$ cat config.mk
export PLATFORM = sky130hd
export DESIGN_NAME = mul_pipe
export DESIGN_NICKNAME = d
export VERILOG_FILES = /design/src/rtl/mul_pipe.sv
export SDC_FILE = /design/constraint.sdc
export NUM_CORES = 2
export LEC_CHECK = 0
export ABC_AREA = 1
export BUFFER_PORTS_ARGS = -buffer_cell sky130_fd_sc_hd__buf_2
export CORE_MARGIN = 3
export CORE_UTILIZATION = 65
export DETAILED_ROUTE_END_ITERATION = 8
export HOLD_SLACK_MARGIN = 0.03
export PLACE_DENSITY_LB_ADDON = 0.12
export RECOVER_POWER = 100
export SYNTH_ARGS = -nofsm -noshare
export SYNTH_HDL_FRONTEND = slang
export SYNTH_SLANG_ARGS = --single-unit
$ cat constraint.sdc
create_clock -name clk -period 3.51 [get_ports clk]
set_input_delay 0.351 -clock clk [delete_from_list [all_inputs] [get_ports clk]]
set_output_delay 0.351 -clock clk [all_outputs]
set_load 0.01 [all_outputs]
$ cat src/rtl/mul_pipe.sv
// mul_pipe: parametrised multi-cycle signed multiply pipeline for the
// execute stage. It sits beside the ALU and feeds the writeback mux.
//
// An operand pair enters stage 1 when in_valid && !stall && !flush. The
// full 2*WIDTH signed product is formed before stage 1. Only the low WIDTH
// bits are kept, together with zero/overflow flags computed once at entry.
// The flags then travel unchanged through STAGES registered stages. The
// final stage drives the outputs directly.
//
// Parameters:
//   WIDTH   operand/result width (>= 2)
//   STAGES  pipeline depth = latency in cycles (>= 1)
//   DST_W   destination register index width
//
// Ports:
//   clk, rst_n        rising-edge clock, asynchronous active-low reset
//   in_valid          operand pair present
//   in_a, in_b        signed operands
//   in_dst            destination register index
//   stall             hold every stage register
//   flush             kill all in-flight operations (wins over stall)
//   src_a, src_b      source indices of the instruction in decode
//   in_ready          operation will be accepted this cycle (= !stall)
//   out_valid         final stage holds a live result
//   result            low WIDTH bits of the product
//   zero              result == 0
//   overflow          signed product does not fit in WIDTH bits
//   dst               destination of result
//   hazard            a live in-flight non-zero dst matches src_a/src_b
//   occupancy         number of live stages

module mul_pipe #(
    parameter int WIDTH  = 32,
    parameter int STAGES = 5,
    parameter int DST_W  = 5,
    localparam int OCC_W = $clog2(STAGES + 1)
) (
    input  logic             clk,
    input  logic             rst_n,
    input  logic             in_valid,
    input  logic [WIDTH-1:0] in_a,
    input  logic [WIDTH-1:0] in_b,
    input  logic [DST_W-1:0] in_dst,
    input  logic             stall,
    input  logic             flush,
    input  logic [DST_W-1:0] src_a,
    input  logic [DST_W-1:0] src_b,
    output logic             in_ready,
    output logic             out_valid,
    output logic [WIDTH-1:0] result,
    output logic             zero,
    output logic             overflow,
    output logic [DST_W-1:0] dst,
    output logic             hazard,
    output logic [OCC_W-1:0] occupancy
);

    // Index 0 is stage 1 and index STAGES-1 is the final stage.
    logic [STAGES-1:0] valid_q;
    logic [STAGES-1:0] zero_q;
    logic [STAGES-1:0] ovf_q;
    logic [WIDTH-1:0]  res_q [STAGES];
    logic [DST_W-1:0]  dst_q [STAGES];

    // Both operands are sign-extended to 2*WIDTH so that the multiply
    // yields the exact signed product in its low 2*WIDTH bits.
    logic signed [2*WIDTH-1:0] a_ext;
    logic signed [2*WIDTH-1:0] b_ext;
    logic signed [2*WIDTH-1:0] product;
    logic [WIDTH:0]            prod_hi;
    logic [WIDTH-1:0]          prod_lo;
    logic                      new_zero;
    logic                      new_ovf;

    assign a_ext   = $signed({{WIDTH{in_a[WIDTH-1]}}, in_a});
    assign b_ext   = $signed({{WIDTH{in_b[WIDTH-1]}}, in_b});
    assign product = a_ext * b_ext;
    assign prod_lo = product[WIDTH-1:0];
    assign prod_hi = product[2*WIDTH-1:WIDTH-1];

    // The product fits in WIDTH signed bits only when everything from the
    // result's sign bit upward is a copy of that sign bit.
    assign new_ovf  = !((&prod_hi) || !(|prod_hi));
    assign new_zero = (prod_lo == '0);

    // Valid bits and payload share one register process.
    // Flush clears only the valid bits. Payload is free to hold stale data
    // because nothing downstream looks at it without a valid bit.
    always_ff @(posedge clk or negedge rst_n) begin
        if (!rst_n) begin
            valid_q <= '0;
            zero_q  <= '0;
            ovf_q   <= '0;
            for (int k = 0; k < STAGES; k++) begin
                res_q[k] <= '0;
                dst_q[k] <= '0;
            end
        end else begin
            if (flush) begin
                valid_q <= '0;
            end else if (!stall) begin
                valid_q[0] <= in_valid;
                for (int k = 1; k < STAGES; k++) begin
                    valid_q[k] <= valid_q[k-1];
                end
            end

            if (!stall) begin
                res_q[0]  <= prod_lo;
                zero_q[0] <= new_zero;
                ovf_q[0]  <= new_ovf;
                dst_q[0]  <= in_dst;
                for (int k = 1; k < STAGES; k++) begin
                    res_q[k]  <= res_q[k-1];
                    zero_q[k] <= zero_q[k-1];
                    ovf_q[k]  <= ovf_q[k-1];
                    dst_q[k]  <= dst_q[k-1];
                end
            end
        end
    end

    assign in_ready  = !stall;
    assign out_valid = valid_q[STAGES-1];
    assign result    = res_q[STAGES-1];
    assign zero      = zero_q[STAGES-1];
    assign overflow  = ovf_q[STAGES-1];
    assign dst       = dst_q[STAGES-1];

    // Register 0 is the hard-wired zero register.
    // A write to register 0 can never create a dependency.
    always_comb begin
        hazard = 1'b0;
        for (int k = 0; k < STAGES; k++) begin
            if (valid_q[k] && (dst_q[k] != '0) &&
                ((dst_q[k] == src_a) || (dst_q[k] == src_b))) begin
                hazard = 1'b1;
            end
        end
    end

    // Population count of the live stages.
    always_comb begin
        occupancy = '0;
        for (int k = 0; k < STAGES; k++) begin
            occupancy = occupancy + OCC_W'(valid_q[k]);
        end
    end

endmodule

==> metrics.md <==
| Metric | Value |
|---|---|
| Starting Density | 0.664 |
| Crit Path Class | in -> reg |
| Fin crit share | 2.03 |
| Remaining Overflow, GRT | 0 |
| Commonest cells in the netlist | nand2_1 (1878), inv_1 (1555), fa_1 (1084), clkbuf_1 (239), dfrtp_1 (200) |
| # IOs | 129 |
| CTS Buf Count | 17 |
| WP data arrival | 7.46 ns |
| Reg clk slew, reported paths | 0.08 ns |
| Area growth syn-to-layout | 22.0% |
| Vias in the first global route | 42900 |
| Width of the chip | 275 µm |
| GRT busiest layer | met2 |
| Worst Skew | between 0.01 and 0.015 ns |
| Kind of end point of the critical path | flip-flop |
| Total track usage | 0.385 |
| RSZ-0062 raised after global routing | yes |
| # port buffers | 128 |
| GPL Wtd Cong | around 0.98 |
| Slowest stage cell, crit path | fa_1 |
| DR vias | 40000 |
| Fin Hold WS | roughly 0.13 ns |
| Post-synth EDFFs | 0 |
| Run status | complete, but fails checks |
| Worst setup SP type | input pin |
| Share of the synthesized area in the top cell type | 0.462 |
| Clock sink total | 200 |
| DR vias/cell | 5.45 |
| Initial antenna violation count | 4 |
| Final count of hold timing violations | 0 |
| Syn_nets | between 7000 and 8000 |
| GR Util met1 | 0.471 |
| Top cells by area, synth | fa_1 (46%), nand2_1 (15%), inv_1 (12%), dfrtp_1 (11%), ha_1 (4.9%) |
| Final setup viols | 29 |
| Height of the die | 275 µm |
| Final min period | roughly 7 ns |
| Area leader, netlist | fa_1 |
| CP most frequent cell | nand2_1 |
| Routed Antenna Nets | 0 |
| Area of the mapped netlist | 47000 µm² |
| Pin count of the biggest net entering global routing | 128 |
| Met3 Use GR | 0.0778 |
| Final Core Density | 0.810 |
| First-pass DRT Iterations | 8 |
| Max-cap violations | 1 |
| GRT met2 Usage | 0.655 |
| Max clock buf depth | 2 |
| Crit path max fanout | 15 |
| Initial DRC count | 3450 |
| Share of cells above drive strength 1 | 0.205 |
| Avg WL per Cell | about 20 µm |
| Final HPWL DP | 114000 µm |
| CTS Root Cell | clkbuf_16 |
| Synthesized area per cell | 8.01 µm² |
| Hold/Removal Path Class | in -> reg |
| Max Clk Rate | 140 MHz |
| H-tree levels | 4 |
| Clock Latency Late Sink | 0.45 ns |
| Seq/Total Area, Yosys | 0.107 |
| Final net count | between 7000 and 8000 |
| Violated checks | max-capacitance violations, max-slew violations, negative setup slack |
| Final worst slack | -3.62 ns |
| First-pass GRT wire length | 224000 µm |
| Yosys reg bits | 200 |
| Post-synthesis cell count | about 5900 |
| Worst Max-Slew Pin Slew | 2.35 ns |
| Die ar. | 75500 µm² |
| DRC | 0 |
| Slew Limit Fails | 100 |
| Ys flop type | dfrtp_1 |
| Synthesis Warnings | 0 |
| CORE AREA | 70800 µm² |
| Worst slew margin | -0.565 |
| Yosys cell types | 45 |
| Core Rows | 97 |
| CTS tree | built |
| WL final | 144000 µm |
| Top-count cell post-synth | nand2_1 |
| Post-synth ARST share | 1.00 |
| WP data required | around 3.8 ns |
| Crit-path max cell delay | 0.57 ns |
## registers in the layout, indices dropped and copies added, names as in the netlist
name     count
ovf_q        5
dst          5
zero_q       5
valid_q      5
dst_q       20
result      32
res_q      128
## final timing paths
kind,startpoint,endpoint,slack [ns],depth (start not counted)
worst min-delay path,in_dst[3],dst_q[23],0.13,3
max in group asynchronous,rst_n,res_q[149],0.55,3
worst max-delay path,in_a[29],ovf_q[0],-3.62,34
min in group asynchronous,rst_n,dst_q[20],1.15,2
worst min register to register,res_q[96],res_q[64],0.47,2
worst max register to register,valid_q[1],valid_q[2],2.66,2
## through the flow
step                      worst slack [ns]  instances  TNS (ns)  instance area (µm²)
after floorplan                      -3.74       5865    -54.74                48600
after global placement               -4.26       7224    -88.63                53600
after detailed placement             -4.25       7224    -90.78                53600
after CTS                            -3.60       7295    -67.47                56000
after global routing                 -3.94       7334    -75.00                57300
final                                -3.62       7335    -70.85                57300
## worst max-delay path: cells and delay by family
family / cells / cell delay [ns]
adder cells (fa/ha/maj): 9 / 4.35
AND/OR/NAND/NOR: 19 / 1.74
buffers and inverters: 6 / 0.98
## cell usage in the layout (no fill, tap or decap), types with 5 or more instances in the layout
cell and count:
inv_2 93, nand3_4 11, nand3_1 77, xnor2_4 10, fa_2 48, nand4_1 25, a21oi_2 13, buf_2 43
nand3_2 16, xor2_4 9, xnor2_2 5, xnor2_1 20, or2_2 25, nor2_2 23, o21ai_0 162, nand2_1 1729
ha_4 59, fa_1 1036, a221oi_1 6, clkbuf_1 43, o21ai_1 27, buf_4 478, clkbuf_16 23, inv_1 1464
o22ai_1 9, buf_6 94, buf_8 14, nor2_1 76, a21oi_1 32, ha_2 5, nor2_4 43, nand2_2 124
ha_1 121, xor2_1 17, inv_12 5, buf_12 84, nand2_4 43, dfrtp_1 200
## layout make-up
| cell class | count | area (µm²) |
|---|---|---|
| antenna | 2 | 5.00 |
| clock buffer | 17 | 425 |
| clock inverter | 15 | 183 |
| fill | 4493 | 13400 |
| inverter | 1565 | 5890 |
| multi-input combinational | 3821 | 37300 |
| sequential | 200 | 5000 |
| tap | 940 | 1180 |
| timing repair buffer | 775 | 7340 |
## cell families after synthesis
group                    after synthesis  synth area share
AND/OR/NAND/NOR                     2218             0.189
flip-flops                           200             0.107
adder cells (fa/ha/maj)             1269             0.511
buffers and inverters               1844             0.150
AO/OA/AOI/OAI                        272            0.0313
XOR/XNOR                              62            0.0116
## metal layers
metal,part of all wire,up-vias
li1,-,17600
met1,0.36,19700
met2,0.49,2032
met3,0.094,634
met4,0.063,0
met5,0,-
## repair_timing
item | CTS | global route
buffers inserted | 35 | 35
gates cloned | 7 | 6
gates resized for setup | 348 | 265
hold endpoints to repair | 33 | 0
pin swaps | 86 | 108
endpoints found under the setup margin | 29 | 29
hold buffers | 1 | 0
Power is not shown: default switching activity piles up to over one toggle a cycle in this logic, so the estimate is an artifact.
